[config.mk]
export PLATFORM = sky130hd
export DESIGN_NAME = urng_taus_pair
export DESIGN_NICKNAME = d
export VERILOG_FILES = /design/src/rtl/urng_taus_pair_pkg.sv /design/src/rtl/urng_taus_pair_core.sv /design/src/rtl/urng_taus_pair.sv
export SDC_FILE = /design/constraint.sdc
export NUM_CORES = 1
export LEC_CHECK = 0
export ABC_AREA = 1
export BUFFER_PORTS_ARGS = -buffer_cell sky130_fd_sc_hd__buf_2
export CORE_UTILIZATION = 40
export DETAILED_ROUTE_END_ITERATION = 10
export GPL_TIMING_DRIVEN = 0
export RECOVER_POWER = 25
export SLEW_MARGIN = 20
export SYNTH_ARGS = -nofsm -noshare
export SYNTH_HDL_FRONTEND = slang
export SYNTH_HIERARCHICAL = 1
export SYNTH_SLANG_ARGS = --single-unit
[constraint.sdc]
create_clock -name clk -period 2.85 [get_ports clk]
set_input_delay 0.285 -clock clk [delete_from_list [all_inputs] [get_ports clk]]
set_output_delay 0.285 -clock clk [all_outputs]
set_load 0.03 [all_outputs]
[src/rtl/urng_taus_pair_pkg.sv]
// Shared constants and types for the taus88 pair source.
// Seed expansion keys, sanitisation floors, FSM states.
package urng_taus_pair_pkg;

  localparam logic [31:0] TAUS_GOLD_2 = 32'h9E37_79B9;
  localparam logic [31:0] TAUS_GOLD_3 = 32'h7F4A_7C15;

  localparam logic [31:0] TAUS_MIN_1 = 32'd2;
  localparam logic [31:0] TAUS_MIN_2 = 32'd8;
  localparam logic [31:0] TAUS_MIN_3 = 32'd16;

  typedef enum logic {
    WARMUP,
    RUN
  } state_t;

  function automatic logic [31:0] taus_floor(
    input logic [31:0] v,
    input logic [31:0] lo
  );
    return (v < lo) ? lo : v;
  endfunction

endpackage

[src/rtl/urng_taus_pair_core.sv]
// One taus88 generator: seed expansion, three state words, step.
// word is the xor of the stepped state, valid in the same cycle.
module taus88_core
  import urng_taus_pair_pkg::*;
#(
  parameter logic [31:0] RESET_SEED = 32'h1234_5678
) (
  input  logic        clk,
  input  logic        reset,
  input  logic        load,
  input  logic [31:0] seed,
  input  logic        step,
  output logic [31:0] word
);

  logic [31:0] s1_q, s2_q, s3_q;
  logic [31:0] s1_n, s2_n, s3_n;
  logic [31:0] ld1, ld2, ld3;
  logic [31:0] rs1, rs2, rs3;

  // expand and sanitise both the runtime and the reset seed
  always_comb begin
    ld1 = taus_floor(seed, TAUS_MIN_1);
    ld2 = taus_floor(seed ^ TAUS_GOLD_2, TAUS_MIN_2);
    ld3 = taus_floor(seed ^ TAUS_GOLD_3, TAUS_MIN_3);
    rs1 = taus_floor(RESET_SEED, TAUS_MIN_1);
    rs2 = taus_floor(RESET_SEED ^ TAUS_GOLD_2, TAUS_MIN_2);
    rs3 = taus_floor(RESET_SEED ^ TAUS_GOLD_3, TAUS_MIN_3);
  end

  // taus88 step of the three components
  always_comb begin
    s1_n = ((s1_q & ~32'd1) << 12)
         ^ (((s1_q << 13) ^ s1_q) >> 19);
    s2_n = ((s2_q & ~32'd7) << 4)
         ^ (((s2_q << 2) ^ s2_q) >> 25);
    s3_n = ((s3_q & ~32'd15) << 17)
         ^ (((s3_q << 3) ^ s3_q) >> 11);
    word = s1_n ^ s2_n ^ s3_n;
  end

  // state registers: reset seed, runtime seed, or step
  always_ff @(posedge clk) begin
    if (reset) begin
      s1_q <= rs1;
      s2_q <= rs2;
      s3_q <= rs3;
    end else if (load) begin
      s1_q <= ld1;
      s2_q <= ld2;
      s3_q <= ld3;
    end else if (step) begin
      s1_q <= s1_n;
      s2_q <= s2_n;
      s3_q <= s3_n;
    end
  end

endmodule

[src/rtl/urng_taus_pair.sv]
// Paired taus88 uniform source with warm-up and valid/ready output.
// Generators only advance when a word is consumed, so none is lost.
module urng_taus_pair
  import urng_taus_pair_pkg::*;
#(
  parameter int          WARMUP_CYCLES  = 16,
  parameter logic [31:0] DEFAULT_SEED_A = 32'h1234_5678,
  parameter logic [31:0] DEFAULT_SEED_B = 32'h8765_4321
) (
  input  logic        clk,
  input  logic        reset,
  input  logic        seed_load,
  input  logic [31:0] seed_a,
  input  logic [31:0] seed_b,
  input  logic        urng_ready,
  output logic        urng_valid,
  output logic [31:0] urng_seed1,
  output logic [31:0] urng_seed2,
  output logic        warm
);

  localparam logic [7:0] WARM_INIT = 8'(WARMUP_CYCLES);

  state_t      state_q, state_d;
  logic [7:0]  cnt_q, cnt_d;
  logic        valid_q, valid_d;
  logic [31:0] out1_q, out1_d;
  logic [31:0] out2_q, out2_d;
  logic [31:0] word_a, word_b;
  logic        open;
  logic        step;

  taus88_core #(
    .RESET_SEED(DEFAULT_SEED_A)
  ) u_core_a (
    .clk  (clk),
    .reset(reset),
    .load (seed_load),
    .seed (seed_a),
    .step (step),
    .word (word_a)
  );

  taus88_core #(
    .RESET_SEED(DEFAULT_SEED_B)
  ) u_core_b (
    .clk  (clk),
    .reset(reset),
    .load (seed_load),
    .seed (seed_b),
    .step (step),
    .word (word_b)
  );

  // next state, counter, output register and generator step
  always_comb begin
    state_d = state_q;
    cnt_d   = cnt_q;
    valid_d = valid_q;
    out1_d  = out1_q;
    out2_d  = out2_q;
    open    = !valid_q || urng_ready;
    step    = 1'b0;
    if (seed_load) begin
      state_d = WARMUP;
      cnt_d   = WARM_INIT;
      valid_d = 1'b0;
    end else begin
      unique case (state_q)
        WARMUP: begin
          step  = 1'b1;
          cnt_d = cnt_q - 8'd1;
          if (cnt_q == 8'd1) state_d = RUN;
        end
        RUN: begin
          if (open) begin
            step    = 1'b1;
            valid_d = 1'b1;
            out1_d  = word_a;
            out2_d  = word_b;
          end
        end
        default: state_d = WARMUP;
      endcase
    end
  end

  // FSM and output registers
  always_ff @(posedge clk) begin
    if (reset) begin
      state_q <= WARMUP;
      cnt_q   <= WARM_INIT;
      valid_q <= 1'b0;
      out1_q  <= '0;
      out2_q  <= '0;
    end else begin
      state_q <= state_d;
      cnt_q   <= cnt_d;
      valid_q <= valid_d;
      out1_q  <= out1_d;
      out2_q  <= out2_d;
    end
  end

  assign urng_valid = valid_q;
  assign urng_seed1 = out1_q;
  assign urng_seed2 = out2_q;
  assign warm       = (state_q == WARMUP);

endmodule

==> results of run 1 <==
[layout make-up]
type | instances | area share (%)
clock inverters | 8 | 0.710
flip-flops and latches | 250 | 34.2
inverters | 99 | 2.56
multi-input cells | 1225 | 45.8
repair buffers | 131 | 4.23
plain buffers | 103 | 3.91
well taps | 396 | 3.39
clock buffers | 40 | 5.23
[critical path, delay by kind of cell (launching register included)]
family	cells	cell delay [ns]
buf+inv	5	1.20
flops	1	0.42
compound gates	2	0.38
simple gates	1	0.23
[stage by stage]
| step | hold slack (ns) | setup slack, ns | cells |
|---|---|---|---|
| 6_report | 0.0644 | 0.570 | 2252 |
| 4_1_cts | 0.0437 | 0.610 | 2252 |
| 3_3_place_gp | 0.450 | 0.532 | 2204 |
| 5_1_grt | 0.0808 | 0.420 | 2252 |
| 2_1_floorplan | 0.440 | 1.02 | 1677 |
| 3_5_place_dp | 0.460 | 0.500 | 2204 |
[power groups by stage]
stage / combinational, W / clock, W / sequential (W)
after CTS: 0.00185 / 0.00356 / 0.00399
after global routing: 0.00203 / 0.00370 / 0.00402
after detailed placement: 0.00184 / 0 / 0.00407
after global placement: 0.00183 / 0 / 0.00406
final: 0.00190 / 0.00352 / 0.00401
after floorplan: 0.00122 / 0 / 0.00398
[cells in the mapped netlist (11+ instances only)]
master	instances	area share, %
sky130_fd_sc_hd__o211ai_2	16	1.6
sky130_fd_sc_hd__nor2_1	251	7.4
sky130_fd_sc_hd__inv_1	89	2.6
sky130_fd_sc_hd__a21oi_1	141	5.6
sky130_fd_sc_hd__nand2_1	244	7.2
sky130_fd_sc_hd__buf_2	34	1.3
sky130_fd_sc_hd__nand3_1	15	0.59
sky130_fd_sc_hd__buf_6	22	1.9
sky130_fd_sc_hd__xnor2_1	131	9.0
sky130_fd_sc_hd__xor2_1	80	5.5
sky130_fd_sc_hd__dfxtp_1	250	39
sky130_fd_sc_hd__clkbuf_1	37	1.1
sky130_fd_sc_hd__nor3_1	23	0.91
sky130_fd_sc_hd__o21ai_0	163	6.4
sky130_fd_sc_hd__o211ai_1	15	0.89
sky130_fd_sc_hd__a211o_1	11	0.76
sky130_fd_sc_hd__o21ai_1	74	2.9
[logic make-up after synthesis]
family,Yosys count
AND/OR/NAND/NOR,563
AO/OA/AOI/OAI,449
flip-flops,250
XOR/XNOR,211
buffers and inverters,202
adder cells (fa/ha/maj),2
[sequential cells by signal, summed over array words and instances, names as in the netlist]
signal and count:
cnt_q 8, state_q 1, u_core_a/s1_q 31, u_core_a/s2_q 29, u_core_a/s3_q 28, u_core_b/s1_q 31
u_core_b/s2_q 29, u_core_b/s3_q 28, urng_seed1 32, urng_seed2 32, urng_valid 1
[worst max-delay path by stage]
stage | from | endpoint | slack (ns) | cells past startpoint
2_1_floorplan | urng_valid | u_core_b/s2_q[28] | 1.02 | 10
3_3_place_gp | seed_load | u_core_b/s1_q[3] | 0.53 | 9
3_5_place_dp | seed_load | u_core_b/s1_q[3] | 0.50 | 9
4_1_cts | state_q | u_core_b/s1_q[7] | 0.61 | 8
5_1_grt | state_q | u_core_b/s1_q[7] | 0.42 | 8
6_report | state_q | u_core_b/s1_q[7] | 0.57 | 8
[metal layers]
layer | share of wire, % | vias to the layer above
li1 | - | 5810
met3 | 12 | 110
met2 | 40 | 684
met5 | 0.027 | -
met4 | 3.0 | 2
met1 | 44 | 5760
==> impl_results.rst, run 1 <==
.. list-table::
   :header-rows: 1

   * - Metric
     - Value
   * - Setup TNS
     - 0 ns
   * - Global routing usage on met2
     - 42.2%
   * - Horiz. Die Dim
     - 180 um
   * - Combinational share of power
     - 20.2%
   * - Critical path start-end classification
     - flip-flop to flip-flop
   * - Max-Slew Margin vs Limit
     - 46.9%
   * - Classification of the worst-slack hold path
     - input port to flip-flop
   * - Crit-path cells
     - inv_2 -> o21ai_0 -> inv_1 -> buf_2 -> nor2_4 -> clkbuf_1 -> o21ai_0 -> inv_1
   * - Worst-path fanout max
     - 10
   * - Setup repair bufs after CTS
     - 0
   * - Top flip-flop cell by instance count after synthesis
     - sky130_fd_sc_hd__dfxtp_1
   * - Bufs on Longest Clock Path
     - 3
   * - Data required time at the worst endpoint
     - 3.34 ns
   * - Sort of element at the end of the critical path
     - flip-flop
   * - Endpoint of the lowest-slack register-to-register path
     - u_core_b/s1_q[7]
   * - Slowest stage cell on the critical path
     - sky130_fd_sc_hd__clkbuf_1
   * - Floorplan die area
     - 32500 um2
   * - First-pass GRT wire length
     - 71.5 mm
   * - Xor/xnor share of the synthesized area
     - 14.5%
   * - DP Area
     - 13900 um2
   * - Max-capacitance violation count
     - 0
   * - Setup violators final
     - 0
   * - Total global routing overflow
     - 0
   * - Reg clk slew, reported paths
     - 0.06 ns
   * - Synthesis-to-finish area growth
     - 15.1%
   * - Post-layout instance area
     - 14600 um2
   * - Post-synth EDFFs
     - 0
   * - Area taken by multi-input logic gates
     - 6700 um2
   * - Port Buffer Count
     - 131
   * - Startpoint class of the critical path
     - flip-flop
   * - Async S/R FF share, synth
     - 0%
   * - Placement row count
     - 64
   * - Global-route track usage on met1
     - 40.4%
   * - Simple-gate portion of the synthesized area
     - 17.9%
   * - Cell count of the worst reg-to-reg path
     - 8
   * - Adder and majority cell fraction of the synthesized area
     - 0.197%
   * - Total power per unit cell area
     - 644 nW/um2
   * - Root cell of the clock tree
     - sky130_fd_sc_hd__clkbuf_16
   * - Delay of the slowest cell on the worst path
     - 0.56 ns
   * - Clock network fraction of design power
     - 37.3%
   * - CTS tree
     - done
   * - Slew @ Worst Pin
     - 0.797 ns
   * - Sequential cell fraction of total power
     - 42.5%
   * - Fin crit period
     - 2.28 ns
   * - Number of global-route vias before repair
     - 11600
   * - Reg2Reg Launch Point
     - state_q
   * - Grt met3 use
     - 9.40%
   * - Number of CTS-inserted buffers
     - 28
   * - Top library cells by usage in the layout, fill and taps aside
     - 251 x sky130_fd_sc_hd__nor2_1, 250 x sky130_fd_sc_hd__dfxtp_1, 244 x sky130_fd_sc_hd__nand2_1
   * - Number of distinct library cell variants in the gate-level netlist after synthesis
     - 44
   * - Detailed-route via count
     - 12400
   * - Final critical-path share of the clock period
     - 80.0%
   * - Post-Synthesis Cells
     - 1677
   * - Run status
     - complete, no violations
   * - Setup skew after layout
     - 0.0201 ns
   * - Warnings from Yosys
     - 6
   * - Number of top-level design ports
     - 134
   * - Portion of netlist area occupied by mux cells
     - 0%
   * - Number of antenna violations at the first check in global routing
     - 1
   * - Global Route Usage Sum
     - 28.9%
   * - Hold Path Depth
     - 3
   * - Net count after synthesis
     - 1747
   * - Fraction of final layout cells sized beyond drive strength 1
     - 13.2%
   * - Switching portion of total power
     - 31.7%
   * - Post-detailed-route count of antenna-violating nets
     - 0
   * - Combinational family with the most area after synthesis
     - compound AO/OA/AOI/OAI gates
   * - Total core area
     - 30900 um2
   * - Number of max-slew violations in the final report
     - 0
   * - Clock Sink Count
     - 250
   * - Reported leakage power
     - 6.17 nW
   * - HPWL after DPL
     - 36.7 mm
   * - ANT cells
     - 0
   * - Detailed-route wire length
     - 47.8 mm
   * - Total DRC errors in the routed layout
     - 0
   * - Crit path arrival time
     - 2.77 ns
   * - Proportion of synthesized chip area in sequential cells
     - 39.4%
   * - Final hold violations
     - 0
   * - Initial core utilization
     - 41.1%
   * - Count of nets after finishing
     - 1908
   * - DR iter-0 viols
     - 1350
   * - Level count of the clock H-tree
     - 1
   * - Layer with the highest usage after global routing
     - met2
   * - Synthesized area
     - 12700 um2
   * - Fraction of the mapped netlist area in compound gates
     - 20.1%
   * - RSZ-0062 raised after global routing
     - false
   * - Final core occ
     - 47.3%
   * - Peak clock frequency supported by timing
     - 439 MHz
   * - Worst Hold Launch
     - seed_b[2]
   * - Die Ht
     - 180 um
   * - Largest net degree at the start of global routing
     - 15
   * - Routed WL per cell
     - 21.2 um
   * - Register-to-register setup slack
     - 0.57 ns
   * - P_sw
     - 0.00298 W
   * - # resized after CTS
     - 0
   * - Average via count per standard cell
     - 5.49
   * - WHS Endpoint
     - u_core_b/s1_q[2]
   * - Most common cell after layout, fill and taps aside
     - sky130_fd_sc_hd__nor2_1
   * - IR drop worst, VDD
     - 0.454 mV
   * - Post-layout power
     - 0.00942 W
   * - Layout fillers
     - 3182
   * - Final weighted congestion of routability-driven global placement
     - 1.01
   * - Number of flip-flops and latches in the synthesized netlist
     - 250
   * - FF/Latch Area
     - 5000 um2
   * - Total internal power
     - 0.00644 W
   * - Count of hold-fix buffers inserted at cts
     - 0
   * - Clock insertion delay at the later pin of the skew report
     - 0.56 ns
   * - Syn avg cell area
     - 7.58 um2
   * - 1st-pass router iterations
     - 5
Power figures use the tool's default switching activity.
==> run 2: changes to the inputs <==
==> constraint.sdc (replaced) <==
create_clock -name clk -period 1.85 [get_ports clk]
set_input_delay 0.185 -clock clk [delete_from_list [all_inputs] [get_ports clk]]
set_output_delay 0.185 -clock clk [all_outputs]
set_load 0.03 [all_outputs]
==> run 2 against run 1 <==
Effect of this change: worst hold slack lost 0.054 ns; via count grew 0.66%; final area grew 1.6%; register-to-register slack lost 0.52 ns; clock-buffer cell count is the same; critical endpoint is now u_core_a/s2_q[5]; largest power group unchanged.
==> impl_results.rst, run 2 (same netlist as run 1, synthesis figures left out) <==
.. list-table::
   :header-rows: 1

   * - Metric
     - Value
   * - Run status
     - complete, no violations
   * - Number of top-level design ports
     - 134 (unchanged)
   * - Count of nets after finishing
     - 1924 (+0.84%)
   * - Detailed-route wire length
     - 48.0 mm (+0.38%)
   * - Cell family contributing the most delay on the critical path
     - buffers and inverters
   * - HPWL after DPL
     - 36.7 mm (unchanged)
   * - Slowest stage cell on the critical path
     - sky130_fd_sc_hd__dfxtp_4
   * - Total power per unit cell area
     - 980 nW/um2 (+52%)
   * - Horiz. Die Dim
     - 180 um (unchanged)
   * - Fin crit period
     - 1.80 ns (-0.482 ns)
   * - First-pass GRT wire length
     - 71.7 mm (+0.34%)
   * - Average via count per standard cell
     - 5.49 (about the same)
   * - Delay of the slowest cell on the worst path
     - 0.36 ns (-0.20 ns)
   * - Final critical-path share of the clock period
     - 97.2% (+17 points)
   * - Placement row count
     - 64 (unchanged)
   * - Setup TNS
     - 0 ns (unchanged)
   * - Top library cells by usage in the layout, fill and taps aside
     - 251 x sky130_fd_sc_hd__nor2_1, 249 x sky130_fd_sc_hd__dfxtp_1, 244 x sky130_fd_sc_hd__nand2_1
   * - IR drop worst, VDD
     - 0.696 mV (+53%)
   * - Reported leakage power
     - 6.24 nW (+1.1%)
   * - ANT cells
     - 0 (unchanged)
   * - Clock insertion delay at the later pin of the skew report
     - 0.56 ns (about the same)
   * - DP Area
     - 13900 um2 (unchanged)
   * - Total core area
     - 30900 um2 (unchanged)
   * - Critical path start-end classification
     - flip-flop to flip-flop
   * - Total DRC errors in the routed layout
     - 0 (unchanged)
   * - Routed WL per cell
     - 21.2 um (-0.33%)
   * - Bufs on Longest Clock Path
     - 3 (unchanged)
   * - Final hold violations
     - 0 (unchanged)
   * - Fraction of final layout cells sized beyond drive strength 1
     - 13.4% (+0.21 points)
   * - Number of antenna violations at the first check in global routing
     - 1 (unchanged)
   * - Classification of the worst-slack hold path
     - input port to flip-flop
   * - Crit path arrival time
     - 2.23 ns (-0.54 ns)
   * - Number of global-route vias before repair
     - 11700 (+1.0%)
   * - Global Route Usage Sum
     - 29.0% (+0.078 points)
   * - Peak clock frequency supported by timing
     - 556 MHz (+27%)
   * - Post-layout power
     - 0.0146 W (+54%)
   * - Crit path buf inv count
     - 5 (unchanged)
   * - Post-layout instance area
     - 14900 um2 (+1.6%)
   * - Post-detailed-route count of antenna-violating nets
     - 0 (unchanged)
   * - Worst-path fanout max
     - 9 (-1)
   * - Number of max-slew violations in the final report
     - 0 (unchanged)
   * - Most common cell after layout, fill and taps aside
     - sky130_fd_sc_hd__nor2_1
   * - Setup violators final
     - 0 (unchanged)
   * - Slew @ Worst Pin
     - 0.751 ns (-0.0458 ns)
   * - Root cell of the clock tree
     - sky130_fd_sc_hd__clkbuf_16
   * - Largest net degree at the start of global routing
     - 15 (unchanged)
   * - Die Ht
     - 180 um (unchanged)
   * - Detailed-route via count
     - 12400 (+0.66%)
   * - Clock Sink Count
     - 250 (unchanged)
   * - 1st-pass router iterations
     - 5 (unchanged)
   * - Data required time at the worst endpoint
     - 2.29 ns (-1.05 ns)
   * - RSZ-0062 raised after global routing
     - false
   * - Number of CTS-inserted buffers
     - 28 (unchanged)
   * - Max-Slew Margin vs Limit
     - 49.9% (+3.1 points)
   * - Port Buffer Count
     - 131 (unchanged)
   * - Initial core utilization
     - 41.1% (unchanged)
   * - Sort of element at the end of the critical path
     - flip-flop
   * - Max-capacitance violation count
     - 0 (unchanged)
   * - Level count of the clock H-tree
     - 1 (unchanged)
   * - Synthesis-to-finish area growth
     - 16.9%
   * - Setup ws final
     - 0.0520 ns (-0.518 ns)
   * - Reg clk slew, reported paths
     - 0.06 ns (about the same)
   * - Layout fillers
     - 3153 (-0.91%)
   * - Total global routing overflow
     - 0 (unchanged)
   * - DR iter-0 viols
     - 1413 (+4.7%)
   * - Dpl ws
     - -0.400 ns (-0.900 ns)
   * - Setup skew after layout
     - 0.0229 ns (+0.00284 ns)
   * - Final weighted congestion of routability-driven global placement
     - 1.01 (unchanged)
   * - Floorplan die area
     - 32500 um2 (unchanged)
   * - Crit-path cells
     - inv_2 -> o21ai_2 -> inv_2 -> buf_4 -> inv_2 -> nor2_1 -> inv_1 -> nor2_1 -> nor2_1
   * - Startpoint class of the critical path
     - flip-flop
   * - CTS tree
     - done
[run 2: path summary, 6_finish.rpt]
check,startpoint,to,slack (ns),cells past startpoint
max,state_q,u_core_a/s2_q[5],0.05,9
min,seed_a[22],u_core_a/s3_q[22],0.01,2
max reg2reg,state_q,u_core_a/s2_q[5],0.05,9
min reg2reg,cnt_q[4],cnt_q[4],0.47,2
[run 2: metrics by stage]
stage / std cells / util (%) / hold WS [ns]
global route: 2268 / 48.1 / 0.0175
floorplan: 1677 / - / 0.341
detailed placement: 2204 / 44.8 / 0.460
CTS: 2267 / 48.2 / 0.0165
finish: 2268 / 48.1 / 0.0104
global placement: 2204 / 44.8 / 0.450
[run 2: where the power goes]
| group | internal [W] | switching, W | total [W] | leakage (nW) |
|---|---|---|---|---|
| Sequential | 0.00574 | 0.000434 | 0.00617 | 2.07 |
| Clock | 0.00314 | 0.00228 | 0.00542 | 0.422 |
| Combinational | 0.00108 | 0.00189 | 0.00297 | 3.75 |
[run 2: per-layer routing]
layer	global-route usage, %	vias up	wire length (um)
met5	0	-	13
met4	8.44	2	1500
met3	9.42	111	6030
met2	42.4	696	19400
met1	40.4	5792	21100
li1	-	5847	-
[run 2: what timing repair did]
item,in CTS,in global routing
pin swaps,1,2
hold buffers,14,0
hold endpoints to repair,22,0
gates cloned,0,0
buffers inserted,1,1
setup endpoints to repair,112,81
resized for setup,11,21
[run 2: final cells by class]
class	count	area, um2	area share [%]
sequential	250	5010	33.7
clock inverter	8	104	0.699
tap	396	495	3.33
multi-input combinational	1225	6700	45.1
clock buffer	40	766	5.15
timing repair buffer	147	754	5.08
inverter	99	374	2.52
buffer	103	652	4.39
==> run 3: changes to the inputs <==
--- a/config.mk
+++ b/config.mk
@@ -6,11 +6,13 @@
 export NUM_CORES = 1
 export LEC_CHECK = 0
 export ABC_AREA = 1
-export BUFFER_PORTS_ARGS = -buffer_cell sky130_fd_sc_hd__buf_2
+export CORE_ASPECT_RATIO = 2
 export CORE_UTILIZATION = 40
 export DETAILED_ROUTE_END_ITERATION = 10
+export DONT_BUFFER_PORTS = 1
 export GPL_TIMING_DRIVEN = 0
 export RECOVER_POWER = 25
+export SKIP_CTS_REPAIR_TIMING = 1
 export SLEW_MARGIN = 20
 export SYNTH_ARGS = -nofsm -noshare
 export SYNTH_HDL_FRONTEND = slang
==> run 3 against run 2 <==
Effect of this change: the flow now finishes with violations (negative hold slack, negative setup slack); combinational power rose by 8.4%; global-route usage rose by 12 points; sequential power rose by 2%; die area rose by 0.13%; via count barely moved.
==> impl_results.rst, run 3 (same netlist as run 1, synthesis figures left out) <==
.. list-table::
   :header-rows: 1

   * - Metric
     - Value
   * - Post-Layout Cell Count
     - 2197 (-3.1%)
   * - Startpoint class of the critical path
     - flip-flop
   * - Global Route Usage Sum
     - 40.5% (+12 points)
   * - Final hold slack
     - -0.0354 ns (-0.0458 ns)
   * - Top library cells by usage in the layout, fill and taps aside
     - 247 x sky130_fd_sc_hd__nor2_1, 247 x sky130_fd_sc_hd__dfxtp_1, 243 x sky130_fd_sc_hd__nand2_1
   * - Sort of element at the end of the critical path
     - flip-flop
   * - Violations in the final reports
     - negative hold slack, negative setup slack
   * - Placement row count
     - 92 (+44%)
   * - Fin crit period
     - 1.87 ns (+0.0769 ns)
   * - Clock insertion delay at the later pin of the skew report
     - 0.56 ns (about the same)
   * - Post-detailed-route count of antenna-violating nets
     - 0 (unchanged)
   * - Synthesis-to-finish area growth
     - 17.7%
   * - Final critical-path share of the clock period
     - 101% (+4.2 points)
   * - Die Ht
     - 254 um (+41%)
   * - Data required time at the worst endpoint
     - 2.29 ns (about the same)
   * - Number of antenna violations at the first check in global routing
     - 1 (unchanged)
   * - Setup violators final
     - 1 (+1)
   * - Number of max-slew violations in the final report
     - 0 (unchanged)
   * - Routed WL per cell
     - 29.8 um (+41%)
   * - Worst-path fanout max
     - 3 (-6)
   * - Root cell of the clock tree
     - sky130_fd_sc_hd__clkbuf_16
   * - HPWL after DPL
     - 51.3 mm (+40%)
   * - Slew @ Worst Pin
     - 1.14 ns (+0.385 ns)
   * - Number of top-level design ports
     - 134 (unchanged)
   * - Detailed-route wire length
     - 65.5 mm (+36%)
   * - Reg2Reg Launch Point
     - u_core_b/s3_q[17]
   * - Max-capacitance violation count
     - 0 (unchanged)
   * - Layout fillers
     - 3266 (+3.6%)
   * - Number of instances in the placed design
     - 2100 (-4.7%)
   * - Max-Slew Margin vs Limit
     - 23.5% (-26 points)
   * - Total global routing overflow
     - 0 (unchanged)
   * - Total core area
     - 31400 um2 (+1.7%)
   * - Level count of the clock H-tree
     - 1 (unchanged)
   * - ANT cells
     - 0 (unchanged)
   * - Classification of the worst-slack hold path
     - input port to flip-flop
   * - Bufs on Longest Clock Path
     - 3 (unchanged)
   * - Total DRC errors in the routed layout
     - 0 (unchanged)
   * - Crit path arrival time
     - 2.32 ns (+0.09 ns)
   * - Average via count per standard cell
     - 5.67 (+3.3%)
   * - Critical path start-end classification
     - flip-flop to flip-flop
   * - Reported leakage power
     - 6.10 nW (-2.1%)
   * - Final hold violations
     - 3 (+3)
   * - Beginning of the critical path
     - u_core_b/s3_q[17]
   * - Detailed-route via count
     - 12500 (+0.024%)
   * - IR drop worst, VDD
     - 0.633 mV (-9.0%)
   * - Final weighted congestion of routability-driven global placement
     - 1.10 (+9.1%)
   * - RSZ-0062 raised after global routing
     - true
   * - Clock Sink Count
     - 250 (unchanged)
   * - Port Buffer Count
     - 0 (-100%)
   * - Setup skew after layout
     - 0.0227 ns (-0.000177 ns)
   * - DR iter-0 viols
     - 824 (-42%)
   * - First-pass GRT wire length
     - 89.5 mm (+25%)
   * - Number of CTS-inserted buffers
     - 26 (-7.1%)
   * - Floorplan die area
     - 32500 um2 (+0.13%)
   * - CTS tree
     - done
   * - Largest net degree at the start of global routing
     - 15 (unchanged)
   * - Horiz. Die Dim
     - 128 um (-29%)
   * - Initial core utilization
     - 40.4% (-0.67 points)
   * - Setup ws final
     - -0.0249 ns (-0.0769 ns)
   * - Fraction of final layout cells sized beyond drive strength 1
     - 11.2% (-2.2 points)
   * - Peak clock frequency supported by timing
     - 533 MHz (-4.1%)
   * - 1st-pass router iterations
     - 5 (unchanged)
   * - Run status
     - complete, but fails checks
   * - Worst Hold Launch
     - seed_b[22]
   * - Total power per unit cell area
     - 1030 nW/um2 (+5.5%)
   * - Reg clk slew, reported paths
     - 0.06 ns (about the same)
   * - Number of global-route vias before repair
     - 12200 (+4.0%)
   * - Count of nets after finishing
     - 1824 (-5.2%)
-- run 3: layer usage --
metal | GRT usage (%) | routed length, um | share of wire (%)
met5 | 0 | 0 | 0
met4 | 53.5 | 11000 | 17
met3 | 7.89 | 3720 | 5.7
met2 | 71.7 | 32300 | 49
met1 | 32.8 | 18400 | 28
-- run 3: path summary, 6_finish.rpt --
check | end | slack (ns) | cells after the start
hold reg to reg | u_core_a/s2_q[7] | 0.48 | 2
setup reg to reg | urng_seed2[9] | -0.02 | 4
setup / recovery | urng_seed2[9] | -0.02 | 4
hold / removal | u_core_b/s3_q[22] | -0.04 | 3
-- run 3: worst max-delay path, cell delays in order (launching register included) --
cell                      delay [ns]
sky130_fd_sc_hd__dfxtp_1        0.38
sky130_fd_sc_hd__xnor2_1        0.90
sky130_fd_sc_hd__xor2_1         0.24
sky130_fd_sc_hd__o21ai_1        0.19
sky130_fd_sc_hd__nor2_1         0.05
-- run 3: per-stage QoR --
stage,power (W),TNS (ns),area [um2],utilization [%],worst slack [ns]
floorplan,0.00800,0,12700,-,0.0241
global placement,0.00929,-75.15,13200,42.1,-0.811
detailed placement,0.00929,-70.31,13200,42.1,-0.762
CTS,0.0152,-72.75,14200,45.2,-0.782
global route,0.0159,-0.269,15000,47.6,-0.0409
finish,0.0155,-0.0249,15000,47.6,-0.0249
-- run 3: area by class of cell --
cell class              count  area (um2)  area share [%]
inverters                  99         384            2.57
repair buffers             49         505            3.38
clock buffers              36         759            5.08
clock inverters            12         193            1.29
plain buffers             103         741            4.95
multi-input cells        1225        6830            45.7
flip-flops and latches    250        5010            33.5
well taps                 423         529            3.54
-- run 3: report_power, final --
group	internal [W]	switching (W)
clock network	0.00356	0.00237
registers	0.00573	0.000565
logic	0.00113	0.00209
